## src/rtl/mem_pkg.sv

```systemverilog
// Shared types and constants for the two-port memory-bus arbiter.
// Also holds the round-robin selection helper.
package mem_pkg;

  typedef enum logic [1:0] {
    IDLE = 2'd0,
    BUSY = 2'd1,
    RESP = 2'd2
  } arb_state_t;

  typedef logic port_t;

  localparam logic [31:0] ABORT_RDATA = 32'hFFFF_FFFF;

  // On a tie the port that was not granted last wins.
  function automatic port_t pick_port(input logic v0, input logic v1, input port_t last);
    port_t p;
    if (v0 && v1) begin
      p = ~last;
    end else if (v1) begin
      p = 1'b1;
    end else begin
      p = 1'b0;
    end
    return p;
  endfunction

endpackage

```

## src/rtl/bus_watchdog.sv

```systemverilog
// Saturating cycle counter that flags the last cycle a memory access may
// stay outstanding before it has to be aborted.
module bus_watchdog #(
  parameter int TIMEOUT_CYCLES = 255
) (
  input  logic clk,
  input  logic reset,
  input  logic clear,
  input  logic enable,
  output logic expire
);

  localparam int CW = $clog2(TIMEOUT_CYCLES + 1);
  localparam logic [CW-1:0] LAST_CNT = CW'(TIMEOUT_CYCLES - 1);
  localparam logic [CW-1:0] SAT_CNT  = CW'(TIMEOUT_CYCLES);

  logic [CW-1:0] count_r;

  // Count busy cycles, holding at the saturation value instead of wrapping.
  always_ff @(posedge clk or posedge reset) begin
    if (reset) begin
      count_r <= '0;
    end else if (clear) begin
      count_r <= '0;
    end else if (enable && (count_r != SAT_CNT)) begin
      count_r <= count_r + CW'(1'b1);
    end else begin
      count_r <= count_r;
    end
  end

  assign expire = enable && (count_r == LAST_CNT);

endmodule

```

## src/rtl/mem_arbiter.sv

```systemverilog
// Round-robin arbiter sharing one native memory bus between instruction
// fetch (port 0) and data access (port 1), with a watchdog abort.
module mem_arbiter
  import mem_pkg::*;
#(
  parameter int TIMEOUT_CYCLES = 255
) (
  input  logic        clk,
  input  logic        reset,
  input  logic        m0_valid,
  input  logic        m1_valid,
  input  logic [31:0] m0_addr,
  input  logic [31:0] m1_addr,
  input  logic [31:0] m0_wdata,
  input  logic [31:0] m1_wdata,
  input  logic [3:0]  m0_wstrb,
  input  logic [3:0]  m1_wstrb,
  output logic        m0_ready,
  output logic        m1_ready,
  output logic [31:0] m_rdata,
  output logic        bus_err,
  output logic        mem_valid,
  output logic        mem_instr,
  output logic [31:0] mem_addr,
  output logic [31:0] mem_wdata,
  output logic [3:0]  mem_wstrb,
  input  logic        mem_ready,
  input  logic [31:0] mem_rdata
);

  arb_state_t state_r;
  port_t      owner_r;
  port_t      last_r;
  port_t      pick_s;
  logic       wd_clear_s;
  logic       wd_enable_s;
  logic       expire_s;

  assign pick_s      = pick_port(m0_valid, m1_valid, last_r);
  assign wd_clear_s  = (state_r == IDLE);
  assign wd_enable_s = (state_r == BUSY);

  bus_watchdog #(
    .TIMEOUT_CYCLES(TIMEOUT_CYCLES)
  ) u_watchdog (
    .clk   (clk),
    .reset (reset),
    .clear (wd_clear_s),
    .enable(wd_enable_s),
    .expire(expire_s)
  );

  // Arbitration FSM; every bus and port output is a register of this block.
  always_ff @(posedge clk or posedge reset) begin
    if (reset) begin
      state_r   <= IDLE;
      owner_r   <= 1'b0;
      last_r    <= 1'b1;
      m0_ready  <= 1'b0;
      m1_ready  <= 1'b0;
      m_rdata   <= 32'h0000_0000;
      bus_err   <= 1'b0;
      mem_valid <= 1'b0;
      mem_instr <= 1'b0;
      mem_addr  <= 32'h0000_0000;
      mem_wdata <= 32'h0000_0000;
      mem_wstrb <= 4'h0;
    end else begin
      case (state_r)
        IDLE: begin
          if (m0_valid || m1_valid) begin
            owner_r   <= pick_s;
            mem_valid <= 1'b1;
            mem_instr <= (pick_s == 1'b0);
            mem_addr  <= pick_s ? m1_addr  : m0_addr;
            mem_wdata <= pick_s ? m1_wdata : m0_wdata;
            mem_wstrb <= pick_s ? m1_wstrb : m0_wstrb;
            state_r   <= BUSY;
          end
        end
        BUSY: begin
          // A response in the expiry cycle still counts as a normal completion.
          if (mem_ready || expire_s) begin
            mem_valid <= 1'b0;
            mem_wstrb <= 4'h0;
            m_rdata   <= mem_ready ? mem_rdata : ABORT_RDATA;
            bus_err   <= ~mem_ready;
            m0_ready  <= (owner_r == 1'b0);
            m1_ready  <= (owner_r == 1'b1);
            last_r    <= owner_r;
            state_r   <= RESP;
          end
        end
        RESP: begin
          m0_ready <= 1'b0;
          m1_ready <= 1'b0;
          bus_err  <= 1'b0;
          state_r  <= IDLE;
        end
        default: begin
          state_r <= IDLE;
        end
      endcase
    end
  end

endmodule

```

## config.mk

```make
export PLATFORM = sky130hd
export DESIGN_NAME = mem_arbiter
export DESIGN_NICKNAME = d
export VERILOG_FILES = /design/src/rtl/mem_pkg.sv /design/src/rtl/bus_watchdog.sv /design/src/rtl/mem_arbiter.sv
export SDC_FILE = /design/constraint.sdc
export NUM_CORES = 1
export LEC_CHECK = 0
export ABC_CLOCK_PERIOD_IN_PS = 8200
export CORE_MARGIN = 4
export CORE_UTILIZATION = 42
export DETAILED_ROUTE_END_ITERATION = 12
export GPL_TIMING_DRIVEN = 1
export PLACE_DENSITY = 0.87
export SYNTH_ARGS = -nofsm -noshare
export SYNTH_HDL_FRONTEND = slang
export SYNTH_SLANG_ARGS = --single-unit
```

## constraint.sdc

```tcl
create_clock -name clk -period 8.2 [get_ports clk]
set_clock_uncertainty 0.1 [all_clocks]
set_input_delay 0.82 -clock clk [delete_from_list [all_inputs] [get_ports clk]]
set_output_delay 0.82 -clock clk [all_outputs]
set_load 0.01 [all_outputs]
```

# Yosys cells after proc, flatten, opt, wreduce, memory -nomap -nowiden
# Cells that the tools add are included.
[word_totals]
in_bits = 173
ff_bits = 117
out_inout_bits = 105
[classes]
n_reduce_logical = 14
mux = 23
bitwise = 4
eq_ne = 6
addsub = 1
[op_table]
columns = ["op", "n"]
rows = [
  ["$mux 32", 3],
  ["$mux 8", 2],
  ["$mux 4", 3],
  ["$add 8x1->8 const B", 1],
  ["$eq 8x8->1 const B", 1],
  ["$ne 8x8->1 const B", 1],
  ["$pmux 1 s2", 4],
  ["$pmux 4 s2", 1],
  ["$reduce_and 2->1", 4],
  ["$mux 1", 7],
  ["$reduce_bool 2->1", 3],
  ["$mux 2", 2],
  ["$ne 2x2->1 const B", 2],
  ["$not 1->1", 4],
  ["$pmux 2 s2", 1],
  ["$logic_and 1x1->1", 3],
  ["$reduce_and 3->1", 1],
  ["$eq 2x1->1 const B", 1],
  ["$eq 2x2->1 const B", 1],
  ["$logic_not 2->1", 1],
  ["$logic_or 1x1->1", 2],
]

# Logic depth before layout (Yosys ltp)
[depth]
depth_word = 5
mapped_depth = 8
depth_no_buf = 6

# By module
# Synthesis repeated with hierarchy kept, for this count alone.
[unflattened]
hier_cells = 460
hier_area_um2 = 5152.4
[by_module_without_submodules]
columns = ["module", "cells_each", "area_per_inst_um2", "seq_area_each_um2", "n_inst"]
rows = [
  ["mem_arbiter", 410, 4709.5, 2728.9, 1],
  ["bus_watchdog", 50, 442.9, 200.2, 1],
]

# Worst setup path before layout
# Ideal clock, no wire load.
[synth_timing]
kind = "input -> register"
startpoint = "input port m1_valid"
endpoint = "register mem_wdata[10]"
slack_ns = 6.181
arrival_ns = 1.800
required_ns = 7.982
stages = 6
cell_sequence = "a21boi_2 and2_1 buf_4 buf_2 a22o_1 a21o_1"
[synth_via]
elab_chain_len = 3
word_cells_on_any_way = 6
[synth_lines]
columns = ["item", "line_no", "rtl"]
rows = [
  ["start: declaration", "mem_arbiter.sv:11", "input logic m1_valid,"],
  ["$mux 1 or $logic_and 1x1->1 (tied branches)", "mem_pkg.sv:20, mem_pkg.sv:18", ""],
  ["$mux 1", "mem_pkg.sv:18", "if (v0 && v1) begin"],
  ["$mux 32", "mem_arbiter.sv:76", "mem_wdata <= pick_s ? m1_wdata : m0_wdata;"],
  ["end signal: assignment", "mem_arbiter.sv:76", ""],
  ["end: declaration", "mem_arbiter.sv:25", "output logic [31:0] mem_wdata,"],
]
# Parallel ways exist; a longest one is shown, timed or not.
# A chain may end at the register's enable or synchronous reset.

# Worst setup path in the final report
[layout_timing]
startpoint = "input port m0_valid"
endpoint = "register mem_wdata[7]"
[layout_via]
elab_chain_len = 3
word_cells_on_any_way = 5
[layout_lines]
columns = ["item", "line_no", "rtl"]
rows = [
  ["start: declaration", "mem_arbiter.sv:10", "input logic m0_valid,"],
  ["$logic_and 1x1->1", "mem_pkg.sv:18", ""],
  ["$mux 1", "mem_pkg.sv:18", ""],
  ["$mux 32", "mem_arbiter.sv:76", ""],
]
# Parallel ways exist; a longest one is shown, timed or not.

==> impl_metrics.py <==
metrics = {
    "sta": {
        "timing.fmax_mhz": 316.7,
        "slew_headroom_pct": 20.35,
        "setup-tns-final_ns": 0,
        "worst_slew_pin_slew_ns": 1.191,
        "finalSetupViolations": 0,
        "worst_slack_ns": 5.043,
        "hold_viol_final": 0,
        "maxSlewViolCount": 0,
        "rsz0062_at_grt": "no",
        "post-route-min-period_ns": 3.157,
        "period_share_pct": 38.50,
    },
    "clock_network": {
        "cts_tree": "built",
        "cts_hold_buf": 0,
        "post-cts-setup-buffers": 0,
        "cts-buffers-inserted": 17,
        "cts.reportedPaths.clkPinSlew_ns": 0.05,
        "clock_sinks": 117,
        "htree_levels": 4,
        "clk_latency_ns": 0.41,
        "clock_path_buffers": 2,
        "cts_resized": 0,
        "cts_root_buf": "clkbuf_16",
    },
    "global_route": {
        "grt_usage_pct": 24.65,
        "grt_start_max_net_pins": 79,
        "grt_pass1_vias": 4705,
        "grt_antenna_before_repair": 0,
        "grt_overflow_total": 0,
        "grt_pass1_wl_um": 25220,
    },
    "route": {
        "drt_iter0_markers": 420,
        "route.detailed.wl_per_inst_um": 20.82,
        "vias": 4530,
        "first_pass_iters": 5,
        "wirelength_um": 16930,
        "drc_errors": 0,
        "ant_nets": 0,
        "vias_per_cell": 5.572,
    },
    "logic_synthesis": {
        "ys_async_sr_fraction_pct": 100.0,
        "synth_edf_count": 0,
        "synth_ff_type": "dfrtp_1",
        "synth_cell_type_count": 36,
        "avgSynthCellArea_sq_um": 12.66,
        "yosysSeqAreaShare_pct": 59.33,
        "syn_nets": 565,
        "ys_ff_latch": 117,
        "yosysWarnings": 0,
        "synth_common_cells": "116 x dfrtp_1, 66 x a21o_1, 66 x a22o_1",
        "syn_area_sq_um": 4937,
        "netlist.area_leader.share_pct": 58.79,
        "synth_top_area_cell": "dfrtp_1",
        "synth.most_common_cell": "dfrtp_1",
        "netlist_instances": 390,
        "synthTopCellsByArea": "dfrtp_1 59%, a22o_1 12%, a21o_1 10%",
    },
    "placement": {
        "place_congestion": 0.8506,
        "dp_slack_ns": 4.627,
        "portBuffers": 277,
        "place_inst": 783,
        "post-dp-hpwl_um": 12090,
    },
    "final_layout": {
        "antenna_cells": 0,
        "fin_cells": 813,
        "layout-drive-gt1-share_pct": 5.672,
        "syn_to_final_growth_pct": 68.63,
        "nNetsFinal": 834,
    },
    "worst_setup_path": {
        "r2r-end": "mem_wdata[7]$_DFFE_PP0P_",
        "path_cells": "clkdlybuf4s50_1, o21ai_4, buf_4, nor2_4, buf_4, a21o_1",
        "worstSetupStartpointType": "primary input",
        "cpMostUsedCell": "buf_4",
        "regToRegSetupSlack_ns": 5.35,
        "r2r_cells": 6,
        "max_stage_delay_ns": 0.63,
        "critPathMaxFanout": 57,
        "r2r-start": "state_r[0]$_DFFE_PP0P_",
        "critical-path-slowest-cell": "o21ai_4",
        "critPathKind": "in2reg",
        "crit_path_end_kind": "flip-flop",
        "worstPathRequired_ns": 8.39,
        "cp.arrival_ns": 3.34,
    },
    "floorplanning": {
        "die_y_um": 116.4,
        "die_w_um": 116.4,
        "rows": 39,
        "start_util_pct": 43.06,
        "ios": 278,
        "dieArea_sq_um": 13550,
        "core_area_sq_um": 11470,
    },
    "run_status": {
        "status": "complete, no violations",
    },
    "worst_hold_path": {
        "min_from": "mem_instr$_DFFE_PP0P_",
        "min_to": "mem_instr$_DFFE_PP0P_",
        "min_path_type": "reg2reg",
        "min_path_cells": 1,
    },
    "pwr": {
        "power_density_nw_per_um2": 379.3,
        "p_leak_uw": 0.003780,
        "ir_worst_vdd_mv": 0.2482,
    },
    "flow_run": {
        "cap_viol_max_count": 0,
    },
}
## power by group
group	internal [uW]	leakage [uW]	total, uW	switching [uW]
sequential	848	0.00140	1020	176
combinational	842	0.00211	1440	599
clock	451	0.000276	693	242
## metrics by stage
stage	total power, uW	util, %	cell area (sq um)	hold slack (ns)
2_1_floorplan	1727	-	4937	0.3850
3_3_place_gp	2403	67.77	7771	0.3634
3_5_place_dp	2468	67.77	7771	0.3696
4_1_cts	3186	72.60	8325	0.3835
5_1_grt	3337	72.60	8325	0.4084
6_report	3158	72.60	8325	0.3882
## cells by family (layout without fill, tap and decap cells)
logic type / Yosys count / count (layout) / synth area share (%)
compound gates: 195 / 195 / 31.35
fa+ha+maj: 2 / 2 / 0.5068
buf+inv: 36 / 316 / 3.827
flops: 117 / 117 / 59.33
mux: 6 / 6 / 1.242
simple gates: 34 / 34 / 3.751
## worst max path at each step
stage,startpoint,cells past startpoint,endpoint,slack [ns]
after floorplan,reset,1,bus_err$_DFFE_PP0P_,4.18
after global placement,m1_valid,6,mem_wdata[7]$_DFFE_PP0P_,4.73
after detailed placement,m0_valid,6,mem_wdata[7]$_DFFE_PP0P_,4.63
after CTS,m0_valid,6,mem_wdata[7]$_DFFE_PP0P_,5.06
after global routing,m1_valid,6,mem_wdata[7]$_DFFE_PP0P_,4.91
final,m0_valid,6,mem_wdata[7]$_DFFE_PP0P_,5.04
## cell usage in the layout (no fill, tap or decap), types with 2 or more instances in the layout
cell type,instances
a21o_1,66
a21oi_1,5
a22o_1,66
a31oi_1,2
and4_1,2
buf_4,4
clkbuf_1,4
clkbuf_16,17
clkbuf_8,5
clkdlybuf4s50_1,277
clkinv_2,3
dfrtp_1,116
ha_1,2
inv_1,4
mux2i_1,5
nand2_1,8
nand3_1,8
nor2_1,7
nor2_4,2
o211ai_1,4
o21ai_0,8
o22a_1,32
o22ai_1,4
o31ai_1,2
## critical path, delay by kind of cell
kind            cells  cell delay, ns
compound gates      2            0.90
simple gates        1            0.15
buf+inv             3            1.43
## per-layer routing
layer	up-vias	global-route usage [%]	part of all wire, %	wire [um]
met2	242	41.15	50	8532
met1	2232	28.35	36	6152
met3	25	10.10	11	1863
met5	-	0	0	0
li1	2031	-	-	-
met4	0	9.590	2.2	380
## final cells by class
cell class | count | area (sq um)
timing repair buffer | 281 | 2803
tap | 143 | 178.9
clock inverter | 4 | 45.04
inverter | 5 | 21.27
sequential | 117 | 2929
clock buffer | 26 | 509.2
multi-input combinational | 237 | 1839
fill | 748 | 3142
## sequential cells by signal, summed over array words and instances, names as in the netlist, 2 cells and up
register and count:
mem_wdata 32, mem_addr 32, u_watchdog.count_r 8, state_r 2
m_rdata 32, mem_wstrb 4
No activity file was read; power rests on OpenSTA's default activity.
